===== src/rtl/uart_tx.sv =====
// uart_tx: 8N1 LSB-first serial transmitter fed by a small byte FIFO
module uart_tx #(
  parameter int FifoDepth = 4,
  parameter int LvlW      = $clog2(FifoDepth + 1)
) (
  input  logic            clock,
  input  logic            reset,
  input  logic [15:0]     clks_per_bit_i,
  input  logic            tx_valid_i,
  input  logic [7:0]      tx_byte_i,
  output logic            tx_ready_o,
  output logic            tx_serial_o,
  output logic            tx_active_o,
  output logic            tx_done_o,
  output logic [LvlW-1:0] fifo_level_o
);
  localparam int PtrW = $clog2(FifoDepth);
  typedef enum logic [1:0] {IDLE, START, DATA, STOP} state_e;
  state_e          state_q, state_d;
  logic [7:0]      mem_q [FifoDepth];
  logic [PtrW-1:0] wr_ptr_q, wr_ptr_d, rd_ptr_q, rd_ptr_d;
  logic [LvlW-1:0] level_q, level_d;
  logic [7:0]      shift_q, shift_d;
  logic [15:0]     n_q, n_d, cnt_q, cnt_d;
  logic [2:0]      bit_q, bit_d;
  logic            serial_q, serial_d, active_q, active_d, done_q, done_d;
  logic            push, pop, last;
  assign tx_ready_o   = !reset && (level_q != LvlW'(FifoDepth));
  assign tx_serial_o  = serial_q;
  assign tx_active_o  = active_q;
  assign tx_done_o    = done_q;
  assign fifo_level_o = level_q;
  always_comb begin
    push     = tx_valid_i && tx_ready_o;
    last     = cnt_q == n_q - 16'd1;
    pop      = (level_q != '0) && (state_q == IDLE || (state_q == STOP && last));
    state_d  = state_q;
    shift_d  = shift_q;
    n_d      = n_q;
    cnt_d    = last ? 16'd0 : cnt_q + 16'd1;
    bit_d    = bit_q;
    done_d   = 1'b0;
    case (state_q)
      IDLE:  cnt_d = 16'd0;
      START: if (last) begin
        state_d = DATA;
        bit_d   = 3'd0;
      end
      DATA:  if (last) begin
        shift_d = shift_q >> 1;
        bit_d   = bit_q + 3'd1;
        state_d = (bit_q == 3'd7) ? STOP : DATA;
      end
      STOP:  if (last) begin
        done_d  = 1'b1;
        state_d = IDLE;
      end
      default: state_d = IDLE;
    endcase
    // a pop from IDLE or the final STOP cycle starts the next frame immediately
    if (pop) begin
      shift_d = mem_q[rd_ptr_q];
      n_d     = (clks_per_bit_i == 16'd0) ? 16'd1 : clks_per_bit_i;
      cnt_d   = 16'd0;
      state_d = START;
    end
    serial_d = (state_d == START) ? 1'b0 : (state_d == DATA) ? shift_d[0] : 1'b1;
    active_d = state_d != IDLE;
    wr_ptr_d = wr_ptr_q + PtrW'(push);
    rd_ptr_d = rd_ptr_q + PtrW'(pop);
    level_d  = level_q + LvlW'(push) - LvlW'(pop);
  end
  always_ff @(posedge clock) begin
    if (push) mem_q[wr_ptr_q] <= tx_byte_i;
  end
  always_ff @(posedge clock) begin
    if (reset) begin
      state_q  <= IDLE;
      wr_ptr_q <= '0;
      rd_ptr_q <= '0;
      level_q  <= '0;
      shift_q  <= '0;
      n_q      <= 16'd1;
      cnt_q    <= '0;
      bit_q    <= '0;
      serial_q <= 1'b1;
      active_q <= 1'b0;
      done_q   <= 1'b0;
    end else begin
      state_q  <= state_d;
      wr_ptr_q <= wr_ptr_d;
      rd_ptr_q <= rd_ptr_d;
      level_q  <= level_d;
      shift_q  <= shift_d;
      n_q      <= n_d;
      cnt_q    <= cnt_d;
      bit_q    <= bit_d;
      serial_q <= serial_d;
      active_q <= active_d;
      done_q   <= done_d;
    end
  end
endmodule


===== config.mk =====
export PLATFORM = sky130hd
export DESIGN_NAME = uart_tx
export DESIGN_NICKNAME = d
export VERILOG_FILES = /design/src/rtl/uart_tx.sv
export SDC_FILE = /design/constraint.sdc
export NUM_CORES = 1
export LEC_CHECK = 0
export ABC_AREA = 1
export CAP_MARGIN = 20
export CORE_ASPECT_RATIO = 0.7
export CORE_MARGIN = 3
export CORE_UTILIZATION = 30
export CTS_BUF_LIST = sky130_fd_sc_hd__clkbuf_2 sky130_fd_sc_hd__clkbuf_4 sky130_fd_sc_hd__clkbuf_8
export DETAILED_ROUTE_END_ITERATION = 12
export GPL_ROUTABILITY_DRIVEN = 0
export PLACE_DENSITY_LB_ADDON = 0.3
export SLEW_MARGIN = 20
export SYNTH_ARGS = -nofsm -noshare
export SYNTH_HDL_FRONTEND = slang
export SYNTH_SLANG_ARGS = --single-unit

===== constraint.sdc =====
create_clock -name clock -period 5.5 [get_ports clock]
set_input_delay 1.1 -clock clock [delete_from_list [all_inputs] [get_ports clock]]
set_output_delay 1.1 -clock clock [all_outputs]
set_load 0.02 [all_outputs]

==> impl_summary.log, run 1 <==
INFO  metric synth-edff-count = 32
INFO  metric cp.required = 5.79 ns
INFO  metric syn-mean-instance-area = 8.02 um^2
INFO  metric max_slew_margin = 55.9%
INFO  metric result_of_the_run = completed
INFO  metric yosys_warnings = 0
INFO  metric fin_crit_sh = 66.6%
INFO  metric synth_fp_nets = 595
INFO  metric cts-buffers-inserted = 9
INFO  metric numPortBuffers = 33
INFO  metric diodes = 0
INFO  metric worst_ep_arrival_time = roughly 4.0 ns
INFO  metric synthCells = ~560
INFO  metric synth_top_cell_area_share = 24.6%
INFO  metric dr_total_vias = 3766
INFO  metric via_count_of_the_first_global_routing_pass = 3390
INFO  metric initial_antenna_violation_count = 0
INFO  metric die-area = 16500 um^2
INFO  metric synth_largest_area_cell = dfxtp_1
INFO  metric p_per_area = approximately 500 nW/um^2
INFO  metric fmaxAchievable = 273 MHz
INFO  metric cts_tree = done
INFO  metric path_max_fanout = 39
INFO  metric start_util = 31.4%
INFO  metric worst_setup_hold_path_clk_slew = 0.09 ns
INFO  metric rsz0062_at_grt = no
INFO  metric ant_nets = 0
INFO  metric drt-pass1-iter-count = 5
INFO  metric route.final.wire_length = between 10000 and 15000 um
INFO  metric holdBufCountCts = 0
INFO  metric post_synth_instance_area = 4480 um^2
INFO  metric clock_skew = 0.0104 ns
INFO  metric worst_setup_path_start_kind = flop
INFO  metric die_width = 152 um
INFO  metric dpl_cell_area = 4980 um^2
INFO  metric dp.cells = 771
INFO  metric vias_per_cell = 4.79
INFO  metric dp_hpwl = 7860 um
INFO  metric drt-wirelength-per-cell = between 10 and 15 um
INFO  metric finalSetupViolCount = 0
INFO  metric crit_type = flop to flop
INFO  metric grtUsageTotal = 12.9%
INFO  metric whs = 0.469 ns
INFO  metric synth_cell_types = 38
INFO  metric cts-root-buf = clkbuf_8
INFO  metric timing_max_transition_violations_final = 0
INFO  metric drt_iter0_drc = 232
INFO  metric yosysSeqAreaShare = 46.0%
INFO  metric endpoint_kind = flop
INFO  metric final_net_count = 628
INFO  metric num_io_pins = 34
INFO  metric core = 14300 um^2
INFO  metric cts_repair_resize_count = 0
INFO  metric tightestPinTransition = about 0.66 ns
INFO  metric dominantRegCellSynth = dfxtp_1
INFO  metric floorplan.die.height = 108 um
INFO  metric synth.ff_latch_count = 87
INFO  metric cts-root-to-sink-buffers = 2
INFO  metric worst_hold_path_type = flop to flop
INFO  metric irDropWorstVdd = roughly 0.21 mV
INFO  metric synth-async-reset-ratio = 0%
INFO  metric postCtsSetupRepairBufs = 0
INFO  metric totalNegativeSetupSlack = 0 ns
INFO  metric grt_max_degree = 40
INFO  metric clock_sinks = 87
INFO  metric gr-total-overflow = 0
INFO  metric grt_first_pass_wirelength = 17100 um
INFO  metric detail_route.drc_violations = 0
INFO  metric max_cap_viol_count = 0
INFO  metric cellLeakagePower = ~0.0021 uW
INFO  metric finish.cell_count_without_fillers = 787
INFO  metric area.growth.synth_to_final = 16.6%
INFO  metric clkLatencyLatePin = 0.36 ns
INFO  metric clock_tree.htree_level_count = 3
INFO  metric final_layout_size_suffix_gt1_share = under 10%
INFO  metric finalCriticalPeriod = 3.66 ns
INFO  metric core.rowCount = 36
INFO  metric fin_area = roughly 5200 um^2
INFO  metric report.final.hold_viol_count = 0
INFO  metric synthTopCellsByArea = dfxtp_1 25%, edfxtp_1 21%, nand2_1 10%, nor2_1 6.0%, inv_1 4.9%
state kept, by name, indices dropped and copies added (netlist names):
signal and flops:
rd_ptr_q 2, tx_active_o 1, tx_serial_o 1, tx_done_o 1, state_q 2, fifo_level_o 3, n_q 16, shift_q 8
mem_q 32, bit_q 3, cnt_q 16, wr_ptr_q 2
cells in the mapped netlist, drive strengths merged, types with 8 or more instances:
master	instances
a21oi	29
buf	8
clkbuf	8
dfxtp	55
edfxtp	32
ha	8
inv	60
nand2	136
nand3	28
nand4	15
nor2	83
nor4	8
o21ai	35
xor2	15
report_power, final:
part	switching, uW	internal [uW]	leakage (uW)	total (uW)
combinational	751	406	0.00126	1160
sequential	137	786	0.000741	923
clock	227	306	0.000124	533
total	1110	1500	0.00213	2610
critical path: stages (launching register included):
cell and delay [ns]:
dfxtp_1 0.35, inv_1 0.13, ha_1 0.40, nand2_1 0.12
nand3_1 0.12, nand2_1 0.05, inv_1 0.05, nand2_1 0.04
inv_1 0.05, nand2_1 0.06, nor2_2 0.11, nand2_2 0.07
nor2_4 0.15, nand2_4 0.07, nand2_4 0.08, nand2_4 0.23
inv_2 0.30, ha_1 0.18, inv_1 0.04, ha_1 0.18
fa_1 0.38, or2_2 0.30, a21oi_1 0.11
placed cells by master (no fill, tap or decap), drive strengths merged:
cell type      instances
nand3b                 5
nor2                  83
inv                   60
dfxtp                 55
a31oi                  2
o31ai                  1
ha                     8
edfxtp                32
clkbuf                10
a21oi                 29
clkinv                 3
a41oi                  1
nor3b                  3
clkdlybuf4s50         33
xor2                  15
o21ai                 35
or2                    2
nand3                 28
o22ai                  2
nor4                   8
nand4                 15
o21bai                 1
nor3                   7
and2                   1
a211oi                 4
nand2                136
buf                    5
bufinv                 3
fa                     1
xnor2                  7
and3                   2
worst paths after layout:
kind	end	depth (start not counted)	start	slack (ns)
hold / removal	bit_q[0]$_SDFFE_PP0P_	1	bit_q[0]$_SDFFE_PP0P_	0.47
setup / recovery	fifo_level_o[2]$_SDFF_PP0_	22	n_q[0]$_SDFFE_PP1N_	1.84
hold reg to reg	bit_q[0]$_SDFFE_PP0P_	1	bit_q[0]$_SDFFE_PP0P_	0.47
setup reg to reg	fifo_level_o[2]$_SDFF_PP0_	22	n_q[0]$_SDFFE_PP1N_	1.84
per-stage QoR:
stage               util (%)  total power (uW)  setup slack (ns)
finish                  36.6              2610              1.84
global placement        34.9              2060              1.87
floorplan                  -              1840              2.46
detailed placement      34.9              2080              1.84
global route            36.6              2830              1.45
CTS                     36.6              2620              1.81
routing by layer:
layer | track usage (%) | up-vias | routed length, um
met5 | 0 | - | 0
met4 | 3.72 | 0 | 153
met3 | 2.84 | 11 | 637
met2 | 18.3 | 107 | 4230
met1 | 19.6 | 1747 | 5450
li1 | - | 1901 | -
logic make-up (layout without fill, tap and decap cells):
logic type,after synthesis,count (layout),synth area share (%)
and+or+nand+nor,290,290,30.2
DFF,87,87,46.0
buffers and inverters,76,114,7.34
AOI/OAI and AO/OA,75,75,9.44
xor gates and xnor gates,22,22,4.30
adders and majority gates,9,9,2.68
cell type report:
| class | instances | area, um^2 |
|---|---|---|
| fill | 1442 | 9050 |
| timing repair buffer | 38 | 368 |
| clock inverter | 6 | 109 |
| clock buffer | 10 | 131 |
| tap | 190 | 238 |
| multi-input combinational | 396 | 2090 |
| sequential | 87 | 2060 |
| inverter | 60 | 225 |
Power figures use the tool's default switching activity.
==> inputs of run 2 (changes only) <==
Clock period 5.5 ns to 3.8 ns, I/O delays scaled along.
==> impl_summary.log, run 2 (synthesized netlist as in run 1, its figures left out) <==
INFO  metric result_of_the_run = completed (unchanged)
INFO  metric rrSetupSlack = 0.43 ns (was 1.84 ns)
INFO  metric cellLeakagePower = 0.00212 uW (was 0.00213 uW)
INFO  metric core = 14300 um^2 (unchanged)
INFO  metric gr-total-overflow = 0 (unchanged)
INFO  metric drt-wirelength-per-cell = 13.1 um (was 13.3 um)
INFO  metric clock_tree.htree_level_count = 3 (unchanged)
INFO  metric grt_max_degree = 39 (was 40)
INFO  metric cts-buffers-inserted = 9 (unchanged)
INFO  metric top_regs = mem_q (32), cnt_q (16), n_q (16) (unchanged)
INFO  metric ant_nets = 0 (unchanged)
INFO  metric endpoint_kind = flop (unchanged)
INFO  metric floorplan.die.height = 108 um (unchanged)
INFO  metric report.final.hold_viol_count = 0 (unchanged)
INFO  metric p_per_area = 710 nW/um^2 (was 500 nW/um^2)
INFO  metric hold_path_depth = 1 (unchanged)
INFO  metric clkLatencyLatePin = 0.36 ns (about the same)
INFO  metric cts_repair_resize_count = 0 (unchanged)
INFO  metric post-route-worst-setup-slack = 0.430 ns (was 1.84 ns)
INFO  metric num_io_pins = 34 (unchanged)
INFO  metric core.rowCount = 36 (unchanged)
INFO  metric vias_per_cell = 4.66 (was 4.79)
INFO  metric share_comb_of_total_power = 45.7% (was 44.3%)
INFO  metric final_layout_size_suffix_gt1_share = 9.52% (was 9.21%)
INFO  metric irDropWorstVdd = 0.357 mV (was 0.210 mV)
INFO  metric worst_setup_hold_path_clk_slew = 0.08 ns (was 0.09 ns)
INFO  metric cp.required = 4.09 ns (was 5.79 ns)
INFO  metric diodes = 0 (unchanged)
INFO  metric timing.critical_path.from = n_q[0]$_SDFFE_PP1N_ (unchanged)
INFO  metric timing_max_transition_violations_final = 0 (unchanged)
INFO  metric via_count_of_the_first_global_routing_pass = 3324 (was 3390)
INFO  metric clock_share_of_power = 18.3% (was 20.4%)
INFO  metric flip_flop_count_of_the_largest_register_after_layout = 32 (unchanged)
INFO  metric cts-root-buf = clkbuf_8 (unchanged)
INFO  metric clock_skew = 0.0137 ns (was 0.0104 ns)
INFO  metric power.internal = 2080 uW (was 1500 uW)
INFO  metric pre_cts_slack = 0.453 ns (was 1.84 ns)
INFO  metric finalSetupViolCount = 0 (unchanged)
INFO  metric dpl_cell_area = 5000 um^2 (was 4980 um^2)
INFO  metric worst_hold_path_type = flop to flop (unchanged)
INFO  metric most_common_library_cell_in_the_layout_ignoring_fill_and_taps = nand2_1 (unchanged)
INFO  metric p_sw_share = 43.7% (was 42.7%)
INFO  metric final_util = 36.4% (was 36.6%)
INFO  metric grt_first_pass_wirelength = 16900 um (was 17100 um)
INFO  metric fmaxAchievable = 297 MHz (was 273 MHz)
INFO  metric detail_route.drc_violations = 0 (unchanged)
INFO  metric start_util = 31.4% (unchanged)
INFO  metric worst_ep_arrival_time = 3.66 ns (was 3.96 ns)
INFO  metric numPortBuffers = 33 (unchanged)
INFO  metric rsz0062_at_grt = no (unchanged)
INFO  metric holdBufCountCts = 0 (unchanged)
INFO  metric seq_power_share = 36.1% (was 35.3%)
INFO  metric nFillCells = 1463 (was 1442)
INFO  metric worstRegToRegCells = 22 (unchanged)
INFO  metric postCtsSetupRepairBufs = 0 (unchanged)
INFO  metric whs = 0.459 ns (was 0.469 ns)
INFO  metric switchingPower = 1610 uW (was 1110 uW)
INFO  metric final_net_count = 630 (was 628)
INFO  metric initial_antenna_violation_count = 0 (unchanged)
INFO  metric cts-root-to-sink-buffers = 2 (unchanged)
INFO  metric fin_area = 5200 um^2 (was 5220 um^2)
INFO  metric drt-pass1-iter-count = 4 (was 5)
INFO  metric totalNegativeSetupSlack = 0 ns (unchanged)
INFO  metric timing.hold.worst.start = bit_q[0]$_SDFFE_PP0P_ (unchanged)
INFO  metric dp_hpwl = 7780 um (was 7860 um)
INFO  metric clock_sinks = 87 (unchanged)
INFO  metric die_width = 152 um (unchanged)
INFO  metric largest_register = mem_q (unchanged)
INFO  metric cts_tree = done (unchanged)
INFO  metric crit_type = flop to flop (unchanged)
INFO  metric dr_total_vias = 3677 (was 3766)
INFO  metric most_frequent_cells_in_the_layout = 124 x nand2_1, 72 x nor2_1, 58 x inv_1, 55 x dfxtp_1, 33 x clkdlybuf4s50_1 (unchanged)
INFO  metric fin_crit_sh = 88.7% (was 66.6%)
INFO  metric worstReg2RegStart = n_q[0]$_SDFFE_PP1N_ (unchanged)
INFO  metric drt_iter0_drc = 281 (was 232)
INFO  metric path_max_fanout = 14 (was 39)
INFO  metric max_cap_viol_count = 0 (unchanged)
INFO  metric grtUsageTotal = 12.7% (was 12.9%)
INFO  metric die-area = 16500 um^2 (unchanged)
INFO  metric tightestPinTransition = 0.621 ns (was 0.659 ns)
INFO  metric worst_setup_path_start_kind = flop (unchanged)
INFO  metric max_slew_margin = 58.5% (was 55.9%)
INFO  metric route.final.wire_length = 10400 um (was 10500 um)
INFO  metric area.growth.synth_to_final = 16.1% (was 16.6%)
INFO  metric finalCriticalPeriod = 3.37 ns (was 3.66 ns)
==> run 2: layer usage <==
metal / global-route usage, % / wire, um
met1: 19.1 / 5580
met2: 18.4 / 4310
met3: 2.92 / 346
met4: 3.27 / 114
met5: 0 / 0
==> run 2: final timing paths <==
path / endpoint
worst min register to register: bit_q[0]$_SDFFE_PP0P_
worst min-delay path: bit_q[0]$_SDFFE_PP0P_
worst max-delay path: fifo_level_o[2]$_SDFF_PP0_
worst max register to register: fifo_level_o[2]$_SDFF_PP0_
==> run 2: area by class of cell <==
type                            count  area [um^2]  share of cell area [%]
Timing Repair Buffer               40          383                    7.36
Tap cell                          190          238                    4.57
Multi-Input combinational cell    396         2090                    40.2
Clock inverter                      3         42.5                   0.818
Clock buffer                       13          160                    3.08
Sequential cell                    87         2060                    39.6
Inverter                           60          225                    4.33
==> run 2: per-stage QoR <==
stage          power [uW]  std cells
2_1_floorplan        2670        559
3_3_place_gp         3010        773
3_5_place_dp         3030        773
4_1_cts              3700        789
5_1_grt              4010        789
6_report             3690        789
==> run 2: power groups by stage <==
stage | combinational [uW] | sequential [uW] | clock, uW
6_report | 1690 | 1330 | 675
5_1_grt | 1920 | 1360 | 729
4_1_cts | 1690 | 1330 | 685
3_5_place_dp | 1680 | 1350 | 0
3_3_place_gp | 1660 | 1350 | 0
2_1_floorplan | 1370 | 1300 | 0
==> run 2: worst max-delay path: stages, from the launching register on <==
cell     delay [ns]
dfxtp_1        0.34
inv_1          0.12
ha_1           0.40
nand2_1        0.12
nand3_1        0.12
nand2_1        0.06
inv_1          0.05
nand2_1        0.04
inv_1          0.04
nand2_1        0.07
nor2_2         0.11
nand2_2        0.06
nor2_4         0.15
nand2_4        0.07
nand2_4        0.08
nand2_4        0.05
inv_2          0.21
ha_1           0.18
inv_1          0.04
ha_1           0.18
fa_1           0.37
or2_2          0.30
a21oi_1        0.11
==> inputs of run 3 (changes only) <==
Settings changed: CORE_ASPECT_RATIO 0.7 to not set, PLACE_DENSITY_LB_ADDON 0.3 to not set.
Clock period 3.8 ns to 2.8 ns, I/O delays scaled along.
==> impl_summary.log, run 3 (synthesized netlist as in run 1, its figures left out) <==
INFO  metric final_net_count = 651 (was 630)
INFO  metric drt-wirelength-per-cell = 12.9 um (was 13.1 um)
INFO  metric core.rowCount = 44 (was 36)
INFO  metric floorplan.die.height = 128 um (was 108 um)
INFO  metric dr_total_vias = 3805 (was 3677)
INFO  metric post-route-worst-setup-slack = 0.111 ns (was 0.430 ns)
INFO  metric final_util = 37.4% (was 36.4%)
INFO  metric grtUsageTotal = 13.5% (was 12.7%)
INFO  metric area.growth.synth_to_final = 21.7% (was 16.1%)
INFO  metric p_per_area = 977 nW/um^2 (was 710 nW/um^2)
INFO  metric cts-root-to-sink-buffers = 2 (unchanged)
INFO  metric max_slew_margin = 55.0% (was 58.5%)
INFO  metric fin_crit_sh = 96.0% (was 88.7%)
INFO  metric critical-path-slowest-cell = dfxtp_2 (was ha_1)
INFO  metric diodes = 0 (unchanged)
INFO  metric largest_register = mem_q (unchanged)
INFO  metric cts-buffers-inserted = 9 (unchanged)
INFO  metric worst_ep_arrival_time = 2.99 ns (was 3.66 ns)
INFO  metric pre_cts_slack = -0.0366 ns (was 0.453 ns)
INFO  metric finalSetupViolCount = 0 (unchanged)
INFO  metric timing.critical_path.from = n_q[1]$_SDFFE_PP0N_ (was n_q[0]$_SDFFE_PP1N_)
INFO  metric num_io_pins = 34 (unchanged)
INFO  metric max_cap_viol_count = 0 (unchanged)
INFO  metric cellLeakagePower = 0.00222 uW (was 0.00212 uW)
INFO  metric flip_flop_count_of_the_largest_register_after_layout = 32 (unchanged)
INFO  metric drt-pass1-iter-count = 4 (unchanged)
INFO  metric vias_per_cell = 4.73 (was 4.66)
INFO  metric dpl_cell_area = 5130 um^2 (was 5000 um^2)
INFO  metric rsz0062_at_grt = yes (was no)
INFO  metric worstReg2RegStart = n_q[1]$_SDFFE_PP0N_ (was n_q[0]$_SDFFE_PP1N_)
INFO  metric report.final.hold_viol_count = 0 (unchanged)
INFO  metric clock_skew = 0.0108 ns (was 0.0137 ns)
INFO  metric grt_first_pass_wirelength = 17800 um (was 16900 um)
INFO  metric cts_tree = done (unchanged)
INFO  metric timing_max_transition_violations_final = 0 (unchanged)
INFO  metric ant_nets = 0 (unchanged)
INFO  metric final_layout_size_suffix_gt1_share = 16.5% (was 9.52%)
INFO  metric path_cells = nor2_2, nand2_4, nor2_4, nand2_2, xor2_2, nand3b_1, nor2_4, nand2_4, nand2_4, nand2_4, inv_4, ha_4, inv_2, ha_4, fa_2, or2_4, a21oi_2 (was inv_1, ha_1, nand2_1, nand3_1, nand2_1, inv_1, nand2_1, inv_1, nand2_1, nor2_2, nand2_2, nor2_4, nand2_4, nand2_4, nand2_4, inv_2, ha_1, inv_1, ha_1, fa_1, or2_2, a21oi_1)
INFO  metric grt_max_degree = 39 (unchanged)
INFO  metric die-area = 16400 um^2 (was 16500 um^2)
INFO  metric result_of_the_run = completed (unchanged)
INFO  metric fin_area = 5450 um^2 (was 5200 um^2)
INFO  metric tightestPinTransition = 0.669 ns (was 0.621 ns)
INFO  metric cts-root-buf = clkbuf_8 (unchanged)
INFO  metric clock_tree.htree_level_count = 3 (unchanged)
INFO  metric irDropWorstVdd = 0.401 mV (was 0.357 mV)
INFO  metric path_max_fanout = 7 (was 14)
INFO  metric most_frequent_cells_in_the_layout = 121 x nand2_1, 68 x nor2_1, 53 x inv_1, 51 x dfxtp_1, 33 x clkdlybuf4s50_1 (was 124 x nand2_1, 72 x nor2_1, 58 x inv_1, 55 x dfxtp_1, 33 x clkdlybuf4s50_1)
INFO  metric p_total = 5330 uW (was 3690 uW)
INFO  metric initial_antenna_violation_count = 0 (unchanged)
INFO  metric clkLatencyLatePin = 0.37 ns (was 0.36 ns)
INFO  metric finalCriticalPeriod = 2.69 ns (was 3.37 ns)
INFO  metric route.final.wire_length = 10400 um (about the same)
INFO  metric worst_setup_path_start_kind = flop (unchanged)
INFO  metric gr-total-overflow = 0 (unchanged)
INFO  metric fmaxAchievable = 372 MHz (was 297 MHz)
INFO  metric dp_hpwl = 7720 um (was 7780 um)
INFO  metric detail_route.drc_violations = 0 (unchanged)
INFO  metric via_count_of_the_first_global_routing_pass = 3799 (was 3324)
INFO  metric numPortBuffers = 33 (unchanged)
INFO  metric core = 14600 um^2 (was 14300 um^2)
INFO  metric nFillCells = 1482 (was 1463)
INFO  metric delay_of_the_slowest_cell_on_the_worst_path = 0.35 ns (was 0.40 ns)
INFO  metric crit_type = flop to flop (unchanged)
INFO  metric timing.hold.worst.start = bit_q[1]$_SDFFE_PP0P_ (was bit_q[0]$_SDFFE_PP0P_)
INFO  metric die_width = 128 um (was 152 um)
INFO  metric top_regs = mem_q (32), cnt_q (16), n_q (16) (unchanged)
INFO  metric worst_setup_hold_path_clk_slew = 0.10 ns (was 0.08 ns)
INFO  metric endpoint_kind = flop (unchanged)
INFO  metric clock_sinks = 87 (unchanged)
INFO  metric drt_iter0_drc = 237 (was 281)
INFO  metric whs = 0.473 ns (was 0.459 ns)
INFO  metric critPathMostFrequentCell = nand2_4
INFO  metric start_util = 30.7% (was 31.4%)
INFO  metric most_common_library_cell_in_the_layout_ignoring_fill_and_taps = nand2_1 (unchanged)
INFO  metric worst_hold_path_type = flop to flop (unchanged)
INFO  metric cp.required = 3.10 ns (was 4.09 ns)
run 3: changes by cell type in the layout (fill, tap and decap cells not counted), sizes merged:
cell    change
buf        +21
clkbuf      -4
bufinv      -1
inv         +5
run 3: per-stage QoR:
step | cells | setup TNS [ns]
final | 804 | 0
after global routing | 804 | -0.0128
after CTS | 798 | 0
after detailed placement | 779 | -0.0366
after global placement | 779 | 0
after floorplan | 559 | 0
run 3: area by class of cell:
type | count | area, um^2 | share of cell area, %
Multi-Input combinational cell | 396 | 2190 | 40.1
Sequential cell | 87 | 2070 | 37.9
Timing Repair Buffer | 61 | 541 | 9.91
Inverter | 60 | 235 | 4.31
Tap cell | 184 | 230 | 4.22
Clock buffer | 9 | 124 | 2.27
Clock inverter | 7 | 70.1 | 1.28
run 3: final timing paths:
check / endpoint / slack (ns) / depth (start not counted)
worst max register to register: fifo_level_o[2]$_SDFF_PP0_ / 0.11 / 17
worst min-delay path: bit_q[1]$_SDFFE_PP0P_ / 0.47 / 2
worst min register to register: bit_q[1]$_SDFFE_PP0P_ / 0.47 / 2
worst max-delay path: fifo_level_o[2]$_SDFF_PP0_ / 0.11 / 17
run 3: per-layer routing:
metal	routed length, um	share of wire [%]	vias up	global-route usage (%)
li1	-	-	1947	-
met1	4520	44	1768	16.2
met2	5270	51	75	23.5
met3	387	3.7	15	3.13
met4	200	1.9	0	4.74
met5	0	0	-	0
run 3: power by group:
part / leakage, uW / internal, uW / total, uW / switching (uW)
Clock: 0.0000977 / 351 / 860 / 509
Sequential: 0.000741 / 1550 / 1780 / 229
Combinational: 0.00138 / 1070 / 2690 / 1620
run 3: worst max-delay path: cells and delay by family (launching register included):
family | cells | cell delay [ns]
and+or+nand+nor | 10 | 1.19
adders and majority gates | 3 | 0.72
DFF | 1 | 0.35
xor gates and xnor gates | 1 | 0.16
AOI/OAI and AO/OA | 1 | 0.11
buffers and inverters | 2 | 0.07
run 3: timing repair:
action,CTS,global route
buffers inserted,3,6
pin swaps,1,12
endpoints found under the setup margin,1,2
hold buffers,0,0
gates resized for setup,5,14
